**src/rtl/decode_pkg.sv**
```systemverilog
// Shared types and constants for the decode issue sequencer.
package decode_pkg;
    localparam int INSTR_WIDTH = 16;
    typedef logic [INSTR_WIDTH-1:0] instr_t;
    localparam instr_t NOP_INSTR = 16'h000F;
    typedef enum logic [1:0] {SRC_NONE, SRC_FETCH, SRC_UOP} issue_src_e;
endpackage

```
**src/rtl/uop_fifo.sv**
```systemverilog
// Micro-op FIFO with combinational head, synchronous clear; 1-cycle push-to-visible.
// No backpressure: a push while full with no pop is dropped and flagged on drop_o.
module uop_fifo #(
    parameter int WIDTH = 16,
    parameter int DEPTH = 4,
    localparam int CNT_W = $clog2(DEPTH + 1),
    localparam int PTR_W = (DEPTH > 1) ? $clog2(DEPTH) : 1
) (
    input  logic             clk_i,
    input  logic             rst_ni,
    input  logic             clr_i,
    input  logic             push_i,
    input  logic [WIDTH-1:0] dat_i,
    input  logic             pop_i,
    output logic [WIDTH-1:0] dat_o,
    output logic             full_o,
    output logic             empty_o,
    output logic [CNT_W-1:0] count_o,
    output logic             drop_o
);
    // Storage rounded up to a power of two so pointer indexing is always in range.
    localparam int MEM_N = 1 << PTR_W;

    logic [WIDTH-1:0] mem [MEM_N];
    logic [PTR_W-1:0] wr_ptr, rd_ptr;
    logic [CNT_W-1:0] cnt_q;
    logic             do_push, do_pop;

    function automatic logic [PTR_W-1:0] ptr_next(input logic [PTR_W-1:0] p);
        return (p == PTR_W'(DEPTH - 1)) ? '0 : p + PTR_W'(1);
    endfunction

    assign empty_o = (cnt_q == '0);
    assign full_o  = (cnt_q == CNT_W'(DEPTH));
    assign count_o = cnt_q;
    assign dat_o   = mem[rd_ptr];
    assign do_pop  = pop_i && !empty_o;
    assign do_push = push_i && (!full_o || do_pop);
    assign drop_o  = push_i && full_o && !do_pop;

    always_ff @(posedge clk_i or negedge rst_ni) begin
        if (!rst_ni) begin
            wr_ptr <= '0;
            rd_ptr <= '0;
            cnt_q  <= '0;
        end else if (clr_i) begin
            wr_ptr <= '0;
            rd_ptr <= '0;
            cnt_q  <= '0;
        end else begin
            if (do_push) wr_ptr <= ptr_next(wr_ptr);
            if (do_pop)  rd_ptr <= ptr_next(rd_ptr);
            unique case ({do_push, do_pop})
                2'b10:   cnt_q <= cnt_q + CNT_W'(1);
                2'b01:   cnt_q <= cnt_q - CNT_W'(1);
                default: cnt_q <= cnt_q;
            endcase
        end
    end

    always_ff @(posedge clk_i) begin
        if (do_push && !clr_i) mem[wr_ptr] <= dat_i;
    end
endmodule

```
**src/rtl/decode_issue_seq.sv**
```systemverilog
// Merges fetch with delayed micro-ops (uops win) into one registered issue slot; fetch->issue 1 cycle,
// uop_push->FIFO UOP_DELAY+1 cycles. fetch_ready_o drops on stall, flush or any queued uop.
module decode_issue_seq import decode_pkg::*; #(
    parameter int INSTR_W = 16,
    parameter int PC_W = 32,
    parameter int UOP_DELAY = 2,
    parameter int UOP_DEPTH = 4,
    parameter logic [INSTR_W-1:0] NOP_INSTR = decode_pkg::NOP_INSTR
) (
    input  logic                             clk_i,
    input  logic                             rst_ni,
    input  logic                             fetch_valid_i,
    output logic                             fetch_ready_o,
    input  logic [INSTR_W-1:0]               fetch_instr_i,
    input  logic [PC_W-1:0]                  fetch_pc_i,
    input  logic [PC_W-1:0]                  fetch_npc_i,
    input  logic                             uop_push_i,
    input  logic [INSTR_W-1:0]               uop_i,
    input  logic                             stall_i,
    input  logic                             flush_i,
    output logic                             issue_valid_o,
    output logic [INSTR_W-1:0]               issue_instr_o,
    output logic [PC_W-1:0]                  issue_pc_o,
    output logic [PC_W-1:0]                  issue_npc_o,
    output logic                             issue_is_uop_o,
    output logic [$clog2(UOP_DEPTH+1)-1:0]   uop_count_o,
    output logic                             uop_full_o,
    output logic                             uop_overflow_o
);
    logic               advance;
    logic               enq_vld;
    logic [INSTR_W-1:0] enq_dat;
    logic [INSTR_W-1:0] fifo_dat;
    logic               fifo_empty;
    logic               fifo_drop;
    issue_src_e         src;

    assign advance       = !stall_i && !flush_i;
    assign fetch_ready_o = advance && fifo_empty;

    if (UOP_DELAY == 0) begin : g_direct
        assign enq_vld = uop_push_i && advance;
        assign enq_dat = uop_i;
    end else begin : g_delay
        logic               stg_vld [UOP_DELAY];
        logic [INSTR_W-1:0] stg_dat [UOP_DELAY];

        for (genvar s = 0; s < UOP_DELAY; s++) begin : g_stage
            logic               in_vld, vld_q;
            logic [INSTR_W-1:0] in_dat, dat_q;

            if (s == 0) begin : g_first
                assign in_vld = uop_push_i;
                assign in_dat = uop_i;
            end else begin : g_next
                assign in_vld = stg_vld[s-1];
                assign in_dat = stg_dat[s-1];
            end

            always_ff @(posedge clk_i or negedge rst_ni) begin
                if (!rst_ni) begin
                    vld_q <= 1'b0;
                    dat_q <= '0;
                end else if (flush_i) begin
                    vld_q <= 1'b0;
                end else if (!stall_i) begin
                    vld_q <= in_vld;
                    dat_q <= in_dat;
                end
            end

            assign stg_vld[s] = vld_q;
            assign stg_dat[s] = dat_q;
        end

        assign enq_vld = stg_vld[UOP_DELAY-1] && advance;
        assign enq_dat = stg_dat[UOP_DELAY-1];
    end

    uop_fifo #(
        .WIDTH (INSTR_W),
        .DEPTH (UOP_DEPTH)
    ) u_uop_fifo (
        .clk_i   (clk_i),
        .rst_ni  (rst_ni),
        .clr_i   (flush_i),
        .push_i  (enq_vld),
        .dat_i   (enq_dat),
        .pop_i   (advance),
        .dat_o   (fifo_dat),
        .full_o  (uop_full_o),
        .empty_o (fifo_empty),
        .count_o (uop_count_o),
        .drop_o  (fifo_drop)
    );

    always_comb begin
        src = SRC_NONE;
        if (!fifo_empty)                           src = SRC_UOP;
        else if (fetch_valid_i && fetch_ready_o)   src = SRC_FETCH;
    end

    // A uop keeps the PC/NPC of the instruction that spawned it.
    always_ff @(posedge clk_i or negedge rst_ni) begin
        if (!rst_ni) begin
            issue_valid_o  <= 1'b0;
            issue_instr_o  <= NOP_INSTR;
            issue_pc_o     <= '0;
            issue_npc_o    <= '0;
            issue_is_uop_o <= 1'b0;
        end else if (flush_i) begin
            issue_valid_o  <= 1'b0;
            issue_instr_o  <= NOP_INSTR;
            issue_is_uop_o <= 1'b0;
        end else if (!stall_i) begin
            unique case (src)
                SRC_UOP: begin
                    issue_valid_o  <= 1'b1;
                    issue_instr_o  <= fifo_dat;
                    issue_is_uop_o <= 1'b1;
                end
                SRC_FETCH: begin
                    issue_valid_o  <= 1'b1;
                    issue_instr_o  <= fetch_instr_i;
                    issue_pc_o     <= fetch_pc_i;
                    issue_npc_o    <= fetch_npc_i;
                    issue_is_uop_o <= 1'b0;
                end
                default: begin
                    issue_valid_o  <= 1'b0;
                    issue_instr_o  <= NOP_INSTR;
                    issue_is_uop_o <= 1'b0;
                end
            endcase
        end
    end

    always_ff @(posedge clk_i or negedge rst_ni) begin
        if (!rst_ni)        uop_overflow_o <= 1'b0;
        else if (fifo_drop) uop_overflow_o <= 1'b1;
    end
endmodule

```
**config.mk**
```make
export PLATFORM = sky130hd
export DESIGN_NAME = decode_issue_seq
export DESIGN_NICKNAME = d
export VERILOG_FILES = /design/src/rtl/decode_pkg.sv /design/src/rtl/uop_fifo.sv /design/src/rtl/decode_issue_seq.sv
export SDC_FILE = /design/constraint.sdc
export NUM_CORES = 1
export LEC_CHECK = 0
export BUFFER_PORTS_ARGS = -buffer_cell sky130_fd_sc_hd__buf_4
export CORE_UTILIZATION = 47
export CTS_CLUSTER_SIZE = 10
export DETAILED_ROUTE_END_ITERATION = 16
export PLACE_DENSITY = 0.75
export SLEW_MARGIN = 20
export SYNTH_ARGS = -nofsm -noshare
export SYNTH_HDL_FRONTEND = slang
export SYNTH_SLANG_ARGS = --single-unit
```
**constraint.sdc**
```tcl
create_clock -name clk_i -period 2.17 [get_ports clk_i]
set_input_delay 0.3255 -clock clk_i [delete_from_list [all_inputs] [get_ports clk_i]]
set_output_delay 0.3255 -clock clk_i [all_outputs]
set_load 0.1 [all_outputs]
```
==> results of run 1 <==
-- power by group through the flow --
| stage | Combinational [mW] | Clock (mW) | Sequential, mW |
|---|---|---|---|
| after global routing | 2.86 | 3.23 | 4.40 |
| after detailed placement | 2.78 | 0 | 4.42 |
| after global placement | 2.74 | 0 | 4.39 |
| after CTS | 2.79 | 3.10 | 4.35 |
| final | 2.76 | 3.02 | 4.35 |
| after floorplan | 0.400 | 0 | 6.04 |
-- cell usage in the layout (no fill, tap or decap), types with 2 or more instances in the layout --
master      count
buf_4         203
nand2_1       196
dfrtp_1       117
edfxtp_1       64
mux2_2         32
nor2_1         17
clkbuf_16      17
mux4_2         16
inv_1          14
a222oi_1       12
ha_1            5
nand2b_1        4
and3_1          4
a21oi_1         4
mux2i_1         4
o22ai_1         4
inv_6           4
dfstp_2         4
clkinv_2        3
buf_12          3
and2_1          2
nand3b_1        2
nor3_1          2
o21ai_0         2
inv_8           2
clkinvlp_4      2
clkinv_8        2
dfrtp_4         2
-- cells by family (layout without fill, tap and decap cells) --
kind of cell,after synthesis,after routing
xor+xnor,1,1
simple gates,235,235
mux,52,52
flops,188,188
buf+inv,45,253
compound gates,25,25
fa+ha+maj,6,6
-- worst max path at each step --
stage	start	endpoint	slack, ns	cells past startpoint
floorplan	u_uop_fifo.count_o[2]	u_uop_fifo.count_o[2]	0.004	8
global placement	u_uop_fifo.count_o[2]	u_uop_fifo.count_o[2]	0.38	7
detailed placement	u_uop_fifo.count_o[2]	u_uop_fifo.count_o[2]	0.25	7
CTS	u_uop_fifo.count_o[2]	fetch_ready_o	0.07	4
global route	u_uop_fifo.count_o[2]	fetch_ready_o	0.04	4
finish	u_uop_fifo.count_o[2]	fetch_ready_o	0.1	4
-- routing by layer --
layer / up-vias / track usage / part of all wire / wire length (µm)
li1: 2270 / - / - / -
met1: 2341 / 0.248 / 0.41 / 6460
met2: 178 / 0.352 / 0.51 / 8010
met3: 20 / 0.0460 / 0.064 / 1010
met4: 0 / 0.0815 / 0.019 / 306
met5: - / 0 / 0 / 0
-- layout make-up --
| cell class | count | area [µm²] | share of cell area |
|---|---|---|---|
| multi-input cells | 319 | 2010 | 0.212 |
| clock inverters | 15 | 159 | 0.0167 |
| well taps | 188 | 235 | 0.0247 |
| clock buffers | 17 | 425 | 0.0447 |
| inverters | 14 | 52.6 | 0.00552 |
| repair buffers | 207 | 1590 | 0.167 |
| flip-flops and latches | 188 | 5040 | 0.529 |
-- sequential cells by signal (all words and copies together), names as in the netlist, 2 cells and up --
register,count
g_delay.g_stage.dat_q,16
u_uop_fifo.mem,64
u_uop_fifo.wr_ptr,2
issue_pc_o,32
issue_npc_o,32
enq_dat,16
u_uop_fifo.rd_ptr,2
u_uop_fifo.count_o,3
issue_instr_o,16
g_delay.g_stage.vld_q,2
-- worst max-delay path, cell delays in order, from the launching register on --
cell	delay, ns
dfrtp_4	0.52
nor3_4	0.22
buf_4	0.17
and2_1	0.13
buf_4	0.29
-- through the flow --
step	setup slack (ns)	cells	hold slack [ns]	instance area [µm²]
2_1_floorplan	0.00386	552	0.0299	7290
4_1_cts	0.0706	948	0.0699	9520
3_5_place_dp	0.251	915	0.267	8920
6_report	0.0960	948	0.0907	9520
5_1_grt	0.0379	948	0.0851	9520
3_3_place_gp	0.376	915	0.260	8920
==> results by group, run 1 <==
Yosys
  – Multiplexer area fraction after synthesis: 0.105
  – Asr flop ratio synth: 0.660
  – Syn_nets: 660
  – Yosys warnings: 0
  – Largest family of logic cells by synthesized area: simple AND/OR/NAND/NOR gates
  – Netlist cell types: 33
  – Post-Synth Adder-Cell Area: 0.0114
  – Post-synth EDFFs: between 60 and 70
  – Xor and xnor area share after synthesis: 0.00120
  – Seq/Total Area, Yosys: 0.692
  – Synth Area in Compound Gates: 0.0277
  – Mapped cell area: 7270 µm²
  – Synth area leader: dfrtp_1
  – Seq cells post-synth: ~190
  – Syn Area/Cell: ~13 µm²
  – Syn Inst Count: 552
  – Synth Area in Simple Gates: 0.129
  – Most common flop cell mapped by yosys: dfrtp_1
  – Synth cell count leaders: nand2_1 (196), dfrtp_1 (120), edfxtp_1 (64)
  – Synth area leaders: dfrtp_1 (41%), edfxtp_1 (26%), nand2_1 (10%), mux2_2 (5.0%), mux4_2 (5.0%)
  – Most common cell in the netlist: nand2_1
  – Post-synth top area share: 0.413

Min path
  – Hold endpoint: issue_npc_o[16]
  – Min-delay src: fetch_npc_i[16]
  – Hold path depth: 3
  – Tightest Hold Check Type: in2reg

Placement
  – DP HPWL: 10.9 mm
  – # port buffers: about 190
  – RePlAce Congestion: between 0.7 and 0.8

Power and ir drop
  – Clock power share: 0.298
  – Cell Pwr Density: 1060 nW/µm²
  – Static Leak: 4.52 nW
  – Peak supply drop: ~0.00058 V
  – Cell internal pwr: 6.36 mW
  – Sw frac: 0.373
  – Part of the power in registers: 0.429
  – Psw: approximately 3.8 mW
  – Logic pwr share: 0.273
  – Total power: 10.1 mW

Floorplan
  – IO Pins: 190
  – Site Rows: 45
  – Die width: between 100 and 150 µm
  – Initial Util: 0.480
  – Die area: 16,000 µm²
  – Chip height: around 130 µm
  – Core area: 15,100 µm²

Timing
  – Setup TNS: 0 ns
  – Worst-Margin Slew: about 1 ns
  – Clock Skew: 0.0109 ns
  – Slew HR: 0.338
  – # setup viols final: 0
  – RSZ-0062 raised after global routing: no
  – Max Slew Vio Count: 0
  – Final Hold Fails: 0
  – Fmax: 0.482 GHz
  – Tmin final: between 2 and 2.5 ns
  – Tcrit/Tclk final: 0.956

Clock network
  – CTS buffer count: 17
  – H-tree level count: 4
  – Clk slew on worst S/H paths: ~0.07 ns
  – Max Buffers Root-to-Sink: 2
  – Hold buffer count at CTS: 1
  – Cts repair resizes: 0
  – TritonCTS clock tree: done
  – Post-CTS setup buffer count: 0
  – Clk_lat worst skew: about 0.42 ns
  – Sink Count: about 190
  – Root buf cell: clkbuf_16

GRT
  – Largest net degree at the start of global routing: a little under 70
  – Number of global-route vias before repair: roughly 4,800
  – Total track usage: 0.203
  – Total gr overflow: 0
  – Global-route wire length before repair: between 20 and 25 mm
  – Initial antenna violation count: 0

Critical path
  – Crit path DAT: roughly 1.8 ns
  – CP Launch Type: flop
  – Critical R2R Capture: u_uop_fifo.count_o[2]
  – Reg2reg setup slack: 0.24 ns
  – R2R depth: 7
  – FF-to-FF Start: u_uop_fifo.count_o[2]
  – WS Path Type: reg2out
  – Setup crit end kind: output port
  – CP Max Fanout: 7
  – Critical path required time: between 1.5 and 2 ns

Finish
  – # nets final: ~860
  – Layout cells sized above 1: 0.393
  – Core Util, Final: 0.629
  – Area Overhead vs Synth: 30.9%
  – Antenna cells: 0
  – Number of fill cells in the layout: about 1,200

Routing
  – Drt drc: 0
  – Vias: 4,809
  – Via density: between 5 and 6
  – Initial DRC count: around 370
  – DR WL/cell: 16.6 µm
  – ANT nets after route: 0
  – Final wirelength: between 15 and 20 mm
  – First-pass iteration count of the detailed router: 4

Run status
  – Status: complete, no violations

Flow run
  – Total of max-cap violations: 0
No activity file was read; power rests on OpenSTA's default activity.
==> run 2, diff against run 1 <==
==> constraint.sdc (replaced) <==
create_clock -name clk_i -period 1.75 [get_ports clk_i]
set_input_delay 0.2625 -clock clk_i [delete_from_list [all_inputs] [get_ports clk_i]]
set_output_delay 0.2625 -clock clk_i [all_outputs]
set_load 0.1 [all_outputs]
==> run 2 against run 1 <==
Net effect: the run now ends with setup timing left; design area up 3.2%; global-route usage up 0.71 points; worst setup slack worse by 0.18 ns; sequential cell count unchanged; register-to-register slack worse by 0.31 ns; sequential power up 24%.
==> results by group, run 2 (synthesis results as in run 1) <==
Finish
  – Number of fill cells in the layout: 1,132 (was 1,154)
  – Core Util, Final: 0.649 (was 0.629)
  – Max FFs per register: 64 (unchanged)
  – Reg with most FFs: u_uop_fifo.mem (unchanged)
  – Commonest non-fill, non-tap cell in the layout: buf_4 (unchanged)
  – Largest regs: u_uop_fifo.mem x64, issue_npc_o x32, issue_pc_o x32 (unchanged)
  – Layout cells sized above 1: 0.411 (was 0.393)
  – Commonest cells after routing, fill and taps aside: buf_4 (197), nand2_1 (196), dfrtp_1 (117) (was buf_4 (203), nand2_1 (196), dfrtp_1 (117))
  – Finished Layout Cells: 957 (was 948)
  – Area Overhead vs Synth: 35.1% (was 30.9%)
  – Antenna cells: 0 (unchanged)
  – Post-route cell area: 9830 µm² (was 9520 µm²)
  – # nets final: 864 (was 855)

Power and ir drop
  – Logic pwr share: 0.271 (was 0.273)
  – Sw frac: 0.356 (was 0.373)
  – Cell Pwr Density: 1310 nW/µm² (was 1060 nW/µm²)
  – Psw: 4.58 mW (was 3.78 mW)
  – Part of the power in registers: 0.420 (was 0.429)
  – Peak supply drop: 0.000724 V (was 0.000576 V)
  – Static Leak: 4.64 nW (was 4.52 nW)
  – Cell internal pwr: 8.27 mW (was 6.36 mW)
  – Clock power share: 0.309 (was 0.298)

GRT
  – Total track usage: 0.210 (was 0.203)
  – Number of global-route vias before repair: 4,963 (was 4,792)
  – Largest net degree at the start of global routing: 69 (unchanged)
  – Initial antenna violation count: 0 (unchanged)
  – Total gr overflow: 0 (unchanged)
  – Global-route wire length before repair: 25.6 mm (was 24.7 mm)

Run status
  – Status: finished with violations (was complete, no violations)
  – Failing checks: setup timing

Routing
  – Via density: 5.12 (was 5.07)
  – ANT nets after route: 0 (unchanged)
  – Vias: 4,901 (was 4,809)
  – Initial DRC count: 296 (was 373)
  – Final wirelength: 16.5 mm (was 15.8 mm)
  – DR WL/cell: 17.2 µm (was 16.6 µm)
  – Drt drc: 0 (unchanged)
  – First-pass iteration count of the detailed router: 6 (was 4)

Clock network
  – Max Buffers Root-to-Sink: 2 (unchanged)
  – Sink Count: 188 (unchanged)
  – Clk slew on worst S/H paths: 0.07 ns (about the same)
  – Root buf cell: clkbuf_16 (unchanged)
  – CTS buffer count: 17 (unchanged)
  – H-tree level count: 4 (unchanged)
  – Clk_lat worst skew: 0.42 ns (about the same)
  – TritonCTS clock tree: done (unchanged)

Placement
  – # port buffers: 189 (unchanged)
  – DP HPWL: 11.0 mm (was 10.9 mm)
  – RePlAce Congestion: 0.795 (was 0.777)
  – DP Area: 9080 µm² (was 8920 µm²)
  – Number of placed cells counting well taps: 920 (was 915)

Timing
  – Fmax: about 0.55 GHz
  – Final Hold Fails: 0 (unchanged)
  – # setup viols final: 13 (was 0)
  – Max Slew Vio Count: 0 (unchanged)
  – Tmin final: between 1.5 and 2 ns
  – Slew HR: 0.761 (was 0.338)
  – RSZ-0062 raised after global routing: yes (was no)
  – Tcrit/Tclk final: 1.05
  – Worst setup margin: -0.0820 ns (was 0.0960 ns)
  – Worst-Margin Slew: 0.359 ns (was 0.988 ns)
  – Clock Skew: 0.00950 ns (was 0.0109 ns)

Floorplan
  – Die area: 16,000 µm² (unchanged)
  – IO Pins: 190 (unchanged)
  – Die width: 126 µm (unchanged)
  – Core area: 15,100 µm² (unchanged)
  – Chip height: 126 µm (unchanged)
  – Site Rows: 45 (unchanged)
  – Initial Util: 0.480 (unchanged)

Critical path
  – CP Max Fanout: 2 (was 7)
  – Setup crit end kind: output port (unchanged)
  – WS Path Type: reg2out (unchanged)
  – Crit path DAT: 1.57 ns (was 1.75 ns)
  – CP Launch Type: flop (unchanged)
  – Critical path required time: 1.49 ns (was 1.84 ns)

Min path
  – Tightest Hold Check Type: in2reg (unchanged)

Flow run
  – Total of max-cap violations: 0 (unchanged)
==> run 2: cell types whose count changed in the layout (fill, tap and decap cells not counted), sizes merged <==
| cell | change |
|---|---|
| clkbuf | +8 |
| buf | +7 |
| clkinv | -4 |
| bufinv | +2 |
| clkinvlp | -2 |
| inv | -2 |
==> run 2: repair_timing <==
| action | in CTS | in global routing |
|---|---|---|
| hold buffers | 1 | 0 |
| hold endpoints to repair | 120 | 0 |
| pin swaps | 3 | 2 |
| resized for setup | 13 | 2 |
| setup buffers | 1 | 1 |
| setup endpoints to repair | 2 | 75 |
| cloned | 0 | 2 |
==> run 2: metal layers <==
metal | global-route usage | routed length, µm
met2 | 0.356 | 8480
met4 | 0.0758 | 272
met1 | 0.266 | 6560
met5 | 0 | 0
met3 | 0.0489 | 1190
==> run 2: path summary, 6_finish.rpt <==
path                                       start                 to  slack [ns]  cells after the start
setup / recovery           u_uop_fifo.count_o[0]      fetch_ready_o       -0.08                      4
hold / removal                    fetch_pc_i[16]     issue_pc_o[16]        0.03                      3
setup reg to reg           u_uop_fifo.count_o[2]  issue_instr_o[12]       -0.07                      7
hold reg to reg                   uop_overflow_o     uop_overflow_o        0.38                      0
max in group asynchronous                 rst_ni   issue_instr_o[0]        1.01                      3
min in group asynchronous                 rst_ni     uop_overflow_o        0.18                      2
==> run 2: cell type report <==
cell class              count  area [µm²]  area share
inverters                  14        52.6     0.00535
clock buffers              23         478      0.0486
repair buffers            216        1840       0.187
flip-flops and latches    188        5040       0.513
well taps                 188         235      0.0239
clock inverters             9         134      0.0136
multi-input cells         319        2050       0.208
==> run 2: through the flow <==
stage	hold WS (ns)	worst slack (ns)	setup TNS, ns	power [mW]
detailed placement	0.0677	0.0417	0	8.95
global placement	0.0669	0.123	0	8.87
global route	0.0211	-0.144	-4.06	13.3
floorplan	-0.0331	-0.285	-4.24	7.99
finish	0.0286	-0.0820	-0.355	12.9
CTS	0.00809	-0.110	-0.207	12.9
==> run 2: power groups by stage <==
stage          clock network (mW)  logic (mW)  registers, mW
2_1_floorplan                   0       0.498           7.49
3_3_place_gp                    0        3.42           5.45
3_5_place_dp                    0        3.47           5.49
4_1_cts                      4.06        3.49           5.40
5_1_grt                      4.23        3.61           5.46
6_report                     3.98        3.48           5.40
==> run 2: worst max-delay path, cell delays in order, from the launching register on <==
cell and delay [ns]:
dfrtp_4 0.49, nor3_4 0.22, buf_6 0.12, and2_4 0.15
buf_12 0.17
